==> src/rtl/spectrum_frame_writer.sv <==
// FFT output -> approximate magnitude -> 11-bit bins, double-buffered into the spectrum RAM.
// Define SPEC_LOG_EN to emit log-encoded {exponent, mantissa} bins instead of linear.
module spectrum_frame_writer #(
  parameter int N_BINS  = 4096,
  parameter int SHIFT   = 4,
  parameter int MIN_GAP = 6
) (
  input  logic        clk,
  input  logic        rst,
  input  logic        enable,
  input  logic        freeze,
  input  logic        s_valid,
  input  logic        s_last,
  input  logic [15:0] s_re,
  input  logic [15:0] s_im,
  output logic        wea,
  output logic [12:0] addra,
  output logic [10:0] dina,
  output logic        disp_bank,
  output logic        frame_done,
  output logic        frame_err,
  output logic        busy
);

  typedef enum logic [2:0] {IDLE, CAPTURE, DRAIN, SWAP, DISCARD} state_t;

  localparam logic [12:0] NB   = 13'(N_BINS);
  localparam logic [12:0] LAST = 13'(N_BINS - 1);
  // DRAIN + SWAP must fit inside the upstream idle gap
  localparam int DW = $clog2(MIN_GAP);
  localparam logic [DW-1:0] DLAST = DW'(3);

  state_t state_q, state_d;
  logic [12:0] cnt_q, cnt_d;
  logic [DW-1:0] drain_q, drain_d;
  logic wr_bank_q, wr_bank_d;
  logic disp_bank_q, disp_bank_d;
  logic disc_q, disc_d;
  logic done_q, done_d;
  logic err_q, err_d;

  logic [12:0] cur;
  logic cap, take, gap_hit;

  logic [15:0] a1_q, a1_d, b1_q, b1_d;
  logic        v1_q, v1_d;
  logic [12:0] ad1_q, ad1_d;
  logic [15:0] mx2_q, mx2_d, mn2_q, mn2_d;
  logic        v2_q, v2_d;
  logic [12:0] ad2_q, ad2_d;
  logic [16:0] mag3_q, mag3_d;
  logic        v3_q, v3_d;
  logic [12:0] ad3_q, ad3_d;
  logic        wea_q, wea_d;
  logic [12:0] addra_q, addra_d;
  logic [10:0] dina_q, dina_d;
`ifdef SPEC_LOG_EN
  logic [4:0] lg_e;
  logic [5:0] lg_m;
`else
  logic [16:0] lin_v;
`endif

  function automatic logic [15:0] abs16(input logic [15:0] x);
    if (x == 16'h8000) return 16'h7fff;
    else if (x[15]) return ~x + 16'd1;
    else return x;
  endfunction

  assign cur = (state_q == IDLE) ? '0 : cnt_q;
  assign cap = s_valid &&
    ((state_q == IDLE && enable && !freeze) || state_q == CAPTURE);
  assign take = cap && (cur < NB);
  assign gap_hit = s_valid && (state_q == DRAIN || state_q == SWAP);

  always_ff @(posedge clk) begin
    if (rst) begin
      state_q     <= IDLE;
      cnt_q       <= '0;
      drain_q     <= '0;
      wr_bank_q   <= 1'b0;
      disp_bank_q <= 1'b1;
      disc_q      <= 1'b0;
      done_q      <= 1'b0;
      err_q       <= 1'b0;
      a1_q <= '0; b1_q <= '0; v1_q <= 1'b0; ad1_q <= '0;
      mx2_q <= '0; mn2_q <= '0; v2_q <= 1'b0; ad2_q <= '0;
      mag3_q <= '0; v3_q <= 1'b0; ad3_q <= '0;
      wea_q <= 1'b0; addra_q <= '0; dina_q <= '0;
    end else begin
      state_q     <= state_d;
      cnt_q       <= cnt_d;
      drain_q     <= drain_d;
      wr_bank_q   <= wr_bank_d;
      disp_bank_q <= disp_bank_d;
      disc_q      <= disc_d;
      done_q      <= done_d;
      err_q       <= err_d;
      a1_q <= a1_d; b1_q <= b1_d; v1_q <= v1_d; ad1_q <= ad1_d;
      mx2_q <= mx2_d; mn2_q <= mn2_d; v2_q <= v2_d; ad2_q <= ad2_d;
      mag3_q <= mag3_d; v3_q <= v3_d; ad3_q <= ad3_d;
      wea_q <= wea_d; addra_q <= addra_d; dina_q <= dina_d;
    end
  end

  always_comb begin
    state_d     = state_q;
    cnt_d       = cnt_q;
    drain_d     = drain_q;
    disc_d      = disc_q;
    wr_bank_d   = wr_bank_q;
    disp_bank_d = disp_bank_q;
    unique case (state_q)
      IDLE, CAPTURE: begin
        drain_d = '0;
        disc_d  = 1'b0;
        if (cap) begin
          cnt_d = take ? cur + 13'd1 : cur;
          if (s_last) state_d = (cur == LAST) ? DRAIN : IDLE;
          else state_d = CAPTURE;
        end else if (state_q == IDLE && s_valid && enable && !s_last) begin
          state_d = DISCARD;
        end
      end
      DRAIN: begin
        // an early frame is dropped, but the finished one still swaps in
        if (gap_hit) disc_d = !s_last;
        if (drain_q == DLAST) state_d = SWAP;
        else drain_d = drain_q + 1'b1;
      end
      SWAP: begin
        disp_bank_d = wr_bank_q;
        wr_bank_d   = ~wr_bank_q;
        disc_d      = 1'b0;
        state_d = (gap_hit ? !s_last : disc_q) ? DISCARD : IDLE;
      end
      DISCARD: if (s_valid && s_last) state_d = IDLE;
      default: state_d = IDLE;
    endcase
    if (state_d == IDLE) cnt_d = '0;
  end

  always_comb begin
    done_d = (state_q == SWAP);
    err_d  = (cap && s_last && cur != LAST) || (gap_hit && !disc_q);
    busy   = (state_q != IDLE);
  end

  always_comb begin
    a1_d  = abs16(s_re);
    b1_d  = abs16(s_im);
    v1_d  = take;
    ad1_d = {wr_bank_q, cur[11:0]};
    mx2_d = (a1_q > b1_q) ? a1_q : b1_q;
    mn2_d = (a1_q > b1_q) ? b1_q : a1_q;
    v2_d  = v1_q;
    ad2_d = ad1_q;
    mag3_d = {1'b0, mx2_q} + {3'b0, mn2_q[15:2]} + {4'b0, mn2_q[15:3]};
    v3_d   = v2_q;
    ad3_d  = ad2_q;
    wea_d   = v3_q;
    addra_d = ad3_q;
`ifdef SPEC_LOG_EN
    lg_e = '0;
    for (int i = 0; i < 17; i++) if (mag3_q[i]) lg_e = 5'(i);
    lg_m = 6'({mag3_q, 6'b0} >> lg_e);
    dina_d = {lg_e, lg_m};
`else
    lin_v  = mag3_q >> SHIFT;
    dina_d = (lin_v > 17'd2047) ? 11'h7ff : lin_v[10:0];
`endif
  end

  assign wea        = wea_q;
  assign addra      = addra_q;
  assign dina       = dina_q;
  assign disp_bank  = disp_bank_q;
  assign frame_done = done_q;
  assign frame_err  = err_q;

endmodule

==> config.mk <==
export PLATFORM = sky130hd
export DESIGN_NAME = spectrum_frame_writer
export DESIGN_NICKNAME = d
export VERILOG_FILES = /design/src/rtl/spectrum_frame_writer.sv
export SDC_FILE = /design/constraint.sdc
export NUM_CORES = 1
export LEC_CHECK = 0
export CORE_AREA = 2 2 141 143
export DETAILED_ROUTE_END_ITERATION = 8
export DIE_AREA = 0 0 143 145
export PLACE_DENSITY_LB_ADDON = 0.2
export RECOVER_POWER = 25
export SLEW_MARGIN = 20
export SYNTH_ARGS = -nofsm -noshare
export SYNTH_HDL_FRONTEND = slang
export SYNTH_SLANG_ARGS = --single-unit
export TNS_END_PERCENT = 100
==> constraint.sdc <==
create_clock -name clk -period 2.88 [get_ports clk]
set_clock_uncertainty 0.15 [all_clocks]
set_input_delay 0.432 -clock clk [delete_from_list [all_inputs] [get_ports clk]]
set_output_delay 0.432 -clock clk [all_outputs]
set_load 0.005 [all_outputs]
==> run_results.csv, run 1 <==
group,metric,value,unit
synth,syn_inst,748,
synth,synth_seq_area_share,46.4,%
power,swShare,26.7,%
power,combPwrFrac,13.3,%
setup_path,cpMaxStageDelayCell,"fa_1",
final_layout,syn2layout_area_growth,22.1,%
sta,setup_violations,0,
placement,port_buffers,66,
sta,slew_headroom,-16.2,%
clock_tree,clock_latency,0.43,ns
clock_tree,cts_buffer_depth,2,
routing,wire_per_inst,12.6,um
flow_run,cap_violations,1,
clock_tree,h-tree-depth,4,
clock_tree,cts_buffers,17,
setup_path,end_kind,"flip-flop",
power,p_switching,1460,uW
floorplan,die-area,0.0207,sq mm
min_path,hold_path.class,"in2reg",
synth,synth_cell_types,64,
power,ir_drop,526,uV
sta,min_period_over_period,95.6,%
setup_path,worstPathCellList,"fa_1 > ha_1 > and3_1 > and4_1 > o21ai_1 > nand3_2 > o22ai_2 > mux2_2",
sta,tightestPinTransition,1.74,ns
run_status,failed_checks,"max-capacitance violations, max-slew violations",
setup_path,crit_family,"adder cells",
floorplan,core_area,0.0192,sq mm
final_layout,diodes,0,
floorplan,fp.dieH,145,um
floorplan,fp.dieW,143,um
synth,synth_area,0.00716,sq mm
power,power.leakage,0.00363,uW
placement,dpl_cell_area,0.00812,sq mm
synth,synth_flop_cell,"dfxtp_1",
placement,gp_congestion,0.839,
routing,via_count,5241,
power,p_clk_share,41.3,%
synth,syn_avg_cell_area,9.58,sq um
final_layout,nets,902,
placement,place_ws,0.0212,ns
routing,drt_wl_total,13800,um
setup_path,critPathBufInv,0,
routing,drt-initial-drc-count,323,
sta,finalWorstSetupSlack,0.128,ns
setup_path,path_class,"reg2reg",
sta,fin_crit,2.75,ns
synth,synth_edf_count,0,
setup_path,cp.arrival,2.92,ns
setup_path,worst_path_largest_cell_delay,0.44,ns
power,p_int,4000,uW
grt,grt_use_total,13.8,%
setup_path,start_kind,"flip-flop",
routing,antenna_left,0,
grt,grt_pass1_wl,23200,um
grt,grt_max_degree,47,
synth,synth_nets,834,
synth,ys_warn_count,0,
sta,report.final.slew_viol_count,45,
clock_tree,clock-sinks,166,
final_layout,drive_above_1_share,8.69,%
floorplan,start_util,37.3,%
setup_path,worstPathRequired,3.05,ns
grt,overflow,0,
grt,grt_pass1_vias,4955,
synth,ys_ff_latch,166,
run_status,status,"finished, violations left",
sta,fmax,0.363,GHz
sta,hold_viol_final,0,
routing,first_pass_iters,5,
synth,async_reset_ff_share,0,%
clock_tree,cts_tree,"done",
grt,antenna_found_initial,0,
floorplan,fp-row-count,51,
setup_path,path_max_fanout,5,
placement,dp_hpwl,10300,um
routing,vias_per_cell,4.79,
final_layout,final_area,0.00875,sq mm
sta,rsz0062_at_grt,"yes",
clock_tree,cts-root-buf,"clkbuf_16",
power,pwr_density_cell,625,mW/mm^2
clock_tree,path_clk_slew,0.07,ns
routing,drc,0,
power,sequentialPowerShare,45.4,%
floorplan,num_io_pins,67,
-- worst register-to-register path: stages, from the launching register on --
cell	delay [ns]
dfxtp_1	0.38
fa_1	0.44
ha_1	0.38
and3_1	0.24
and4_1	0.21
o21ai_1	0.16
nand3_2	0.17
o22ai_2	0.17
mux2_2	0.35
-- routing by layer --
| layer | GRT usage, % | up-vias | share of wire (%) |
|---|---|---|---|
| met1 | 18.6 | 2388 | 49 |
| met5 | 0 | - | 0 |
| met4 | 6.04 | 0 | 1.9 |
| met2 | 21.3 | 126 | 45 |
| met3 | 2.81 | 20 | 4.2 |
| li1 | - | 2707 | - |
-- layout by cell type (no fill, tap or decap), drive strengths merged, types with 4 or more instances in the layout --
| cell | instances |
|---|---|
| or2 | 5 |
| clkinv | 6 |
| and2 | 4 |
| fa | 12 |
| nor3 | 17 |
| dfxtp | 166 |
| xnor2 | 13 |
| nor4 | 6 |
| a21oi | 44 |
| ha | 36 |
| clkdlybuf4s50 | 65 |
| a211oi | 7 |
| a311oi | 5 |
| clkbuf | 20 |
| nand2 | 72 |
| inv | 36 |
| nand4 | 9 |
| nor2b | 51 |
| and3 | 16 |
| o21ai | 12 |
| mux2i | 33 |
| buf | 14 |
| nand3 | 21 |
| nor2 | 77 |
| o21a | 5 |
| a221oi | 4 |
| xor2 | 21 |
| o31ai | 8 |
-- cell type report --
cell class	instances	area [sq um]
Multi-Input combinational cell	521	3600
Tap cell	265	332
Sequential cell	166	3320
Fill cell	1822	10500
Inverter	28	105
Timing Repair Buffer	82	779
Clock inverter	15	181
Clock buffer	17	425
-- metrics by stage --
step           hold WS (ns)  util (%)  total power [uW]  instances  setup TNS (ns)
3_5_place_dp          0.273      42.3              3260       1061               0
5_1_grt               0.299      45.5              5730       1094         -0.0182
4_1_cts              0.0976      45.4              5530       1093               0
6_report              0.276      45.5              5460       1094               0
3_3_place_gp          0.267      42.3              3240       1061               0
2_1_floorplan         0.264         -              3020        748               0
-- kinds of logic after synthesis --
kind of cell,synth area share [%]
buffers and inverters,3.65
AO/OA/AOI/OAI,10.7
AND/OR/NAND/NOR,20.7
adder cells (fa/ha/maj),9.64
multiplexers,4.77
XOR/XNOR,4.16
flip-flops,46.4
-- synth_stat cells, types with 4 or more instances --
library cell | n | area (sq um)
a211oi_1 | 7 | 52.6
a21oi_1 | 43 | 215
a311oi_1 | 5 | 43.8
and2_1 | 4 | 25.0
and3_1 | 16 | 100
buf_1 | 4 | 15.0
buf_2 | 5 | 25.0
clkbuf_1 | 19 | 71.3
dfxtp_1 | 166 | 3320
fa_1 | 12 | 240
ha_1 | 36 | 450
inv_1 | 27 | 101
mux2i_1 | 33 | 330
nand2_1 | 72 | 270
nand3_1 | 21 | 105
nand4_1 | 9 | 56.3
nor2_1 | 73 | 274
nor2_2 | 4 | 25.0
nor2b_1 | 51 | 319
nor3_1 | 15 | 75.1
nor4_1 | 4 | 25.0
o21a_1 | 5 | 37.5
o21ai_0 | 9 | 45.0
o31ai_1 | 6 | 45.0
or2_2 | 4 | 25.0
xnor2_1 | 13 | 114
xor2_1 | 21 | 184
-- timing repair --
item / 4_1_cts / 5_1_grt
setup endpoints to repair: 0 / 14
endpoints found under the hold margin: 0 / 0
buffers inserted: 0 / 1
resized for setup: 0 / 5
hold buffers: 0 / 0
-- path summary, 6_finish.rpt --
kind / from / to / slack (ns) / cells past startpoint
hold reg to reg: ad2_q[0]$_SDFF_PP0_ / ad3_q[0]$_SDFF_PP0_ / 0.28 / 1
hold / removal: rst / disc_q$_SDFFE_PP0P_ / 0.28 / 2
setup reg to reg: mn2_q[9]$_SDFF_PP0_ / mag3_q[15]$_SDFF_PP0_ / 0.13 / 8
setup / recovery: mn2_q[9]$_SDFF_PP0_ / mag3_q[15]$_SDFF_PP0_ / 0.13 / 8
-- power by group through the flow --
| stage | clock network (uW) | registers [uW] | logic (uW) |
|---|---|---|---|
| global route | 2410 | 2490 | 823 |
| floorplan | 0 | 2520 | 501 |
| finish | 2260 | 2480 | 726 |
| CTS | 2310 | 2480 | 729 |
| detailed placement | 0 | 2540 | 722 |
| global placement | 0 | 2530 | 712 |
-- flip-flops by register name, indices dropped and copies added, names as in the netlist, 3 cells and up --
register and cells:
a1_q 16, ad1_q 13, ad2_q 13, ad3_q 13, addra 13, b1_q 16
cnt_q 13, dina 11, drain_q 3, mag3_q 13, mn2_q 14, mx2_q 16
state_q 3
No activity file was read; power rests on OpenSTA's default activity.
==> inputs of run 2 (changes only) <==
--- a/config.mk
+++ b/config.mk
@@ -5,9 +5,9 @@
 export SDC_FILE = /design/constraint.sdc
 export NUM_CORES = 1
 export LEC_CHECK = 0
-export CORE_AREA = 2 2 141 143
+export CORE_AREA = 2 2 162 124
 export DETAILED_ROUTE_END_ITERATION = 8
-export DIE_AREA = 0 0 143 145
+export DIE_AREA = 0 0 164 126
 export PLACE_DENSITY_LB_ADDON = 0.2
 export RECOVER_POWER = 25
 export SLEW_MARGIN = 20
==> run 2 against run 1 <==
The flow now finishes without violations. First-iteration DRC count shrank 11%. Setup slack better by 0.034 ns. Wire length down 0.42%. Count of clock-buffer cells in the layout unchanged. Clock power fell by 4%. Power down 1.1%. Hold slack better by 0.0058 ns. Final area decreased by 0.36%. Via count is 4.2% lower. Sequential power barely moved. Final cell count down 1.2%. Highest routed layer unchanged.
==> run_results.csv, run 2 (synthesis results as in run 1) <==
group,metric,value,unit
run_status,status,"finished clean",
floorplan,start_util,37.5,%
floorplan,core_area,0.0191,sq mm
grt,grt_max_degree,73,
sta,rsz0062_at_grt,"no",
clock_tree,cts_buffer_depth,2,
grt,grt_pass1_wl,23200,um
clock_tree,h-tree-depth,4,
setup_path,start_kind,"flip-flop",
power,power.leakage,0.00362,uW
floorplan,fp-row-count,44,
setup_path,path_class,"reg2reg",
clock_tree,clock_latency,0.43,ns
final_layout,final_cell_mix,"166 x dfxtp_1, 73 x nor2_1, 72 x nand2_1",
clock_tree,post_cts.repair.setup_buffers,0,
final_layout,top_regs,"a1_q: 16 flops, b1_q: 16 flops, mx2_q: 16 flops",
power,swShare,27.4,%
grt,antenna_found_initial,0,
final_layout,layout_commonest_cell,"dfxtp_1",
final_layout,fin_util,45.6,%
sta,tightestPinTransition,1.39,ns
setup_path,crit_family,"adder cells",
routing,via_count,5022,
clock_tree,clock-sinks,166,
routing,drt-initial-drc-count,289,
power,ir_drop,318,uV
routing,vias_per_cell,4.65,
setup_path,end_kind,"flip-flop",
sta,fmax,0.368,GHz
power,p_switching,1480,uW
setup_path,path_max_fanout,5,
power,pwr_density_cell,620,mW/mm^2
setup_path,worstPathCellList,"fa_1 > ha_1 > and3_1 > and4_1 > o21ai_1 > nand3_1 > o22ai_2 > mux2_2",
power,p_clk_share,40.4,%
placement,dp_hpwl,10000,um
sta,setup_violations,0,
sta,hold_viol_final,0,
floorplan,num_io_pins,67,
setup_path,crit_path_start,"mn2_q[8]$_SDFF_PP0_",
sta,setup_tns,0,ns
routing,antenna_left,0,
setup_path,r2r_start,"mn2_q[8]$_SDFF_PP0_",
setup_path,worstPathRequired,3.06,ns
sta,report.final.slew_viol_count,0,
clock_tree,cts_buffers,17,
grt,overflow,0,
routing,drt_wl_total,13700,um
final_layout,syn2layout_area_growth,21.7,%
placement,gp_congestion,0.837,
sta,slew_headroom,7.31,%
routing,first_pass_iters,5,
setup_path,critPathBufInv,0,
grt,grt_use_total,14.1,%
clock_tree,cts_hold_buffers,0,
sta,min_period_over_period,94.4,%
final_layout,nets,902,
final_layout,drive_above_1_share,8.82,%
flow_run,cap_violations,0,
power,p_int,3920,uW
routing,drc,0,
final_layout,diodes,0,
min_path,hold_path.class,"reg2reg",
placement,dp.cells,1050,
clock_tree,cts_resized,0,
floorplan,fp.dieH,126,um
power,combPwrFrac,13.7,%
grt,grt_pass1_vias,4578,
min_path,hp-start,"ad1_q[4]$_SDFF_PP0_",
power,sequentialPowerShare,46.0,%
setup_path,worst_path_largest_cell_delay,0.43,ns
floorplan,fp.dieW,164,um
placement,port_buffers,66,
setup_path,cp.arrival,2.89,ns
clock_tree,path_clk_slew,0.07,ns
setup_path,cpMaxStageDelayCell,"fa_1",
sta,fin_crit,2.72,ns
floorplan,die-area,0.0207,sq mm
final_layout,fin_cells,1081,
routing,wire_per_inst,12.7,um
clock_tree,cts-root-buf,"clkbuf_16",
clock_tree,cts_tree,"done",
==> run 2: cell count changes in the layout (fill, tap and decap cells not counted), sizes merged <==
cell / previous run / this run
bufinv: 1 / 0
clkbuf: 20 / 19
clkinv: 6 / 7
inv: 36 / 35
buf: 14 / 15
==> run 2: cell type report <==
class,count,area [sq um]
repair buffers,82,786
inverters,28,105
clock inverters,14,158
fillers,1815,10400
clock buffers,17,425
flip-flops and latches,166,3320
well taps,253,317
multi-input cells,521,3600
==> run 2: per-stage QoR <==
step	setup WS, ns	total power (uW)	hold slack, ns	area (sq um)
finish	0.162	5400	0.282	8710
global route	0.00949	5670	0.290	8710
CTS	0.0781	5450	0.266	8700
detailed placement	0.0999	3270	0.271	8110
global placement	0.135	3260	0.270	8110
floorplan	0.289	3020	0.264	7160
==> run 2: power groups by stage <==
stage	sequential [uW]	combinational, uW	clock, uW
6_report	2480	739	2180
5_1_grt	2500	837	2340
4_1_cts	2480	737	2230
3_5_place_dp	2540	731	0
3_3_place_gp	2540	727	0
2_1_floorplan	2520	501	0
==> run 2: path summary, 6_finish.rpt <==
kind,endpoint,slack [ns],cells after the start
max,mag3_q[15]$_SDFF_PP0_,0.16,8
min,ad2_q[4]$_SDFF_PP0_,0.28,1
max reg2reg,mag3_q[15]$_SDFF_PP0_,0.16,8
min reg2reg,ad2_q[4]$_SDFF_PP0_,0.28,1
==> run 2: routing by layer <==
metal	vias up	routed length [um]	track usage (%)
li1	2699	-	-
met1	2217	8070	22.9
met2	97	4950	17.3
met3	9	570	3.59
met4	0	113	4.80
met5	-	0	0
==> inputs of run 3 (changes only) <==
--- a/config.mk
+++ b/config.mk
@@ -5,11 +5,11 @@
 export SDC_FILE = /design/constraint.sdc
 export NUM_CORES = 1
 export LEC_CHECK = 0
-export CORE_AREA = 2 2 162 124
+export ABC_AREA = 1
+export CORE_AREA = 2 2 168 129
 export DETAILED_ROUTE_END_ITERATION = 8
-export DIE_AREA = 0 0 164 126
+export DIE_AREA = 0 0 170 131
 export PLACE_DENSITY_LB_ADDON = 0.2
-export RECOVER_POWER = 25
 export SLEW_MARGIN = 20
 export SYNTH_ARGS = -nofsm -noshare
 export SYNTH_HDL_FRONTEND = slang
==> constraint.sdc (replaced) <==
create_clock -name clk -period 2.9 [get_ports clk]
set_clock_uncertainty 0.15 [all_clocks]
set_input_delay 0.435 -clock clk [delete_from_list [all_inputs] [get_ports clk]]
set_output_delay 0.435 -clock clk [all_outputs]
set_load 0.005 [all_outputs]
==> run 3 against run 2 <==
Register-to-register slack improved by 0.30 ns. Power increased by 9.7%. Fmax increased by 12%. Final cell count increased by 26%. Via count increased by 22%. First-iteration DRC count increased by 30%. Die area increased by 7.8%. Non-clock buffer count decreased by 7. Highest routed layer unchanged. Largest cell class unchanged. Count of clock-buffer cells in the layout increased by 2. Critical path depth increased by 1. Synthesized cell count increased by 37%. Global-route usage increased by 1.2 points.
==> run_results.csv, run 3 <==
group,metric,value,unit
run_status,status,"finished clean",
setup_path,rrSetupSlack,0.47,ns
final_layout,final_cell_mix,"166 x nand2_1, 166 x dfxtp_1, 158 x nor2_1",
synth,synth_area,0.00768,sq mm
sta,report.final.slew_viol_count,0,
sta,hold_viol_final,0,
clock_tree,h-tree-depth,4,
setup_path,reg2reg_to,"mx2_q[15]$_SDFF_PP0_",
clock_tree,cts-root-buf,"clkbuf_16",
sta,setup_violations,0,
sta,setup_tns,0,ns
synth,synth_top_cell_by_area,"dfxtp_1",
clock_tree,clock-sinks,166,
final_layout,drive_above_1_share,7.20,%
final_layout,final_area,0.00919,sq mm
setup_path,r2r_start,"b1_q[14]$_SDFF_PP0_",
grt,overflow,0,
setup_path,start_kind,"flip-flop",
sta,tightestPinTransition,0.673,ns
synth,synth_compound_area_share,10.2,%
min_path,whs_path_depth,2,
min_path,hold_end,"ad2_q[6]$_SDFF_PP0_",
setup_path,worstPathRequired,3.08,ns
clock_tree,cts_buffer_depth,2,
floorplan,num_io_pins,67,
placement,dp_hpwl,11400,um
min_path,hold_path.class,"reg2reg",
synth,synth_adder_area_share,8.99,%
synth,syn_inst,1026,
placement,dpl_cell_area,0.00860,sq mm
power,pwr_density_cell,645,mW/mm^2
clock_tree,cts_buffers,17,
final_layout,fin_util,44.3,%
synth,ys_warn_count,0,
clock_tree,cts_resized,0,
sta,rsz0062_at_grt,"no",
routing,drt-initial-drc-count,376,
sta,fmax,0.411,GHz
synth,synth-simple-area-share,25.8,%
flow_run,cap_violations,0,
synth,synth_seq_area_share,43.3,%
grt,grt_max_degree,63,
setup_path,path_max_fanout,51,
synth,synth_common_cells,"166 x dfxtp_1, 166 x nand2_1, 158 x nor2_1, 150 x inv_1, 96 x a21oi_1",
synth,synthMuxAreaShare,0,%
grt,antenna_found_initial,0,
synth,ys_ff_latch,166,
routing,via_count,6117,
final_layout,fill_cells,2122,
grt,grt_pass1_vias,5399,
final_layout,top_regs,"a1_q: 16 flops, b1_q: 16 flops, mx2_q: 16 flops",
setup_path,cp.arrival,2.61,ns
sta,min_period_over_period,83.9,%
routing,antenna_left,0,
synth,synth_top_family_by_area,"simple AND/OR/NAND/NOR gates",
synth,yosysTopAreaCellShare,43.3,%
routing,drc,0,
grt,grt_use_total,15.3,%
clock_tree,clock_latency,0.42,ns
synth,synth_edf_count,0,
synth,synth_flop_cell,"dfxtp_1",
final_layout,nets,1170,
min_path,hp-start,"ad1_q[6]$_SDFF_PP0_",
final_layout,syn2layout_area_growth,19.6,%
synth,async_reset_ff_share,0,%
clock_tree,post_cts.repair.setup_buffers,0,
floorplan,fp-row-count,46,
synth,syn_avg_cell_area,7.49,sq um
setup_path,path_class,"reg2reg",
floorplan,die-area,0.0223,sq mm
power,ir_drop,406,uV
synth,synth_xor_area_share,1.94,%
placement,gp_congestion,0.814,
synth,synth_cell_types,35,
final_layout,diodes,0,
floorplan,start_util,37.1,%
routing,vias_per_cell,4.49,
sta,slew_headroom,55.0,%
power,power,5930,uW
final_layout,fin_cells,1361,
routing,drt_wl_total,15800,um
clock_tree,path_clk_slew,0.07,ns
setup_path,r2r.worst_path.cells,9,
clock_tree,cts_hold_buffers,0,
sta,fin_crit,2.43,ns
power,power.leakage,0.00400,uW
placement,dp.cells,1329,
floorplan,fp.dieH,131,um
setup_path,end_kind,"flip-flop",
placement,port_buffers,66,
routing,wire_per_inst,11.6,um
synth,synth.area.top_cells,"dfxtp_1 43%, nand2_1 8.1%, nor2_1 7.7%, inv_1 7.3%, a21oi_1 6.3%",
floorplan,fp.dieW,170,um
grt,grt_pass1_wl,27100,um
routing,first_pass_iters,4,
synth,synth_nets,1112,
clock_tree,cts_tree,"done",
floorplan,core_area,0.0207,sq mm
==> run 3: per-layer routing <==
layer,vias to the layer above,GRT usage [%],routed length [um]
met4,0,3.97,129
met3,7,4.28,757
li1,3352,-,-
met1,2623,24.3,9080
met2,135,19.8,5790
met5,-,0,0
==> run 3: through the flow <==
stage | setup slack (ns) | hold slack (ns)
6_report | 0.466 | 0.249
3_3_place_gp | 0.395 | 0.241
4_1_cts | 0.486 | 0.247
3_5_place_dp | 0.343 | 0.242
5_1_grt | 0.272 | 0.263
2_1_floorplan | 0.767 | 0.238
==> run 3: critical path, stage by stage, from the launching register on <==
cell and delay (ns):
dfxtp_1 0.37, inv_1 0.07, ha_1 0.27, nand2_1 0.07, nor4_1 0.56, nand3_2 0.13
buf_4 0.31, nand3_1 0.14, nand2_1 0.05, nor2_1 0.20
==> run 3: layout make-up <==
class                   instances  area [sq um]  share of cell area [%]
multi-input cells             669          3610                    39.3
flip-flops and latches        166          3320                    36.2
repair buffers                 75           751                    8.17
inverters                     155           582                    6.33
clock buffers                  19           453                    4.93
well taps                     264           330                    3.60
clock inverters                13           138                    1.50
==> run 3: cell families (layout without fill, tap and decap cells) <==
group / Yosys count / count (layout)
AND/OR/NAND/NOR: 455 / 455
buffers and inverters: 191 / 262
flip-flops: 166 / 166
AO/OA/AOI/OAI: 149 / 149
adder cells (fa/ha/maj): 48 / 48
XOR/XNOR: 17 / 17
==> run 3: worst max-delay path by stage <==
stage / startpoint / endpoint / slack, ns / cells past startpoint
after floorplan: mn2_q[6]$_SDFF_PP0_ / mag3_q[15]$_SDFF_PP0_ / 0.77 / 11
after global placement: s_re[0] / a1_q[7]$_SDFF_PP0_ / 0.40 / 11
after detailed placement: s_re[0] / a1_q[7]$_SDFF_PP0_ / 0.34 / 11
after CTS: b1_q[14]$_SDFF_PP0_ / mx2_q[15]$_SDFF_PP0_ / 0.49 / 9
after global routing: mn2_q[6]$_SDFF_PP0_ / mag3_q[15]$_SDFF_PP0_ / 0.27 / 11
final: b1_q[14]$_SDFF_PP0_ / mx2_q[15]$_SDFF_PP0_ / 0.47 / 9
==> run 3: where the power goes <==
group	internal, uW	total [uW]	switching, uW
clock network	1250	2230	974
registers	2460	2560	91.0
logic	472	1150	674
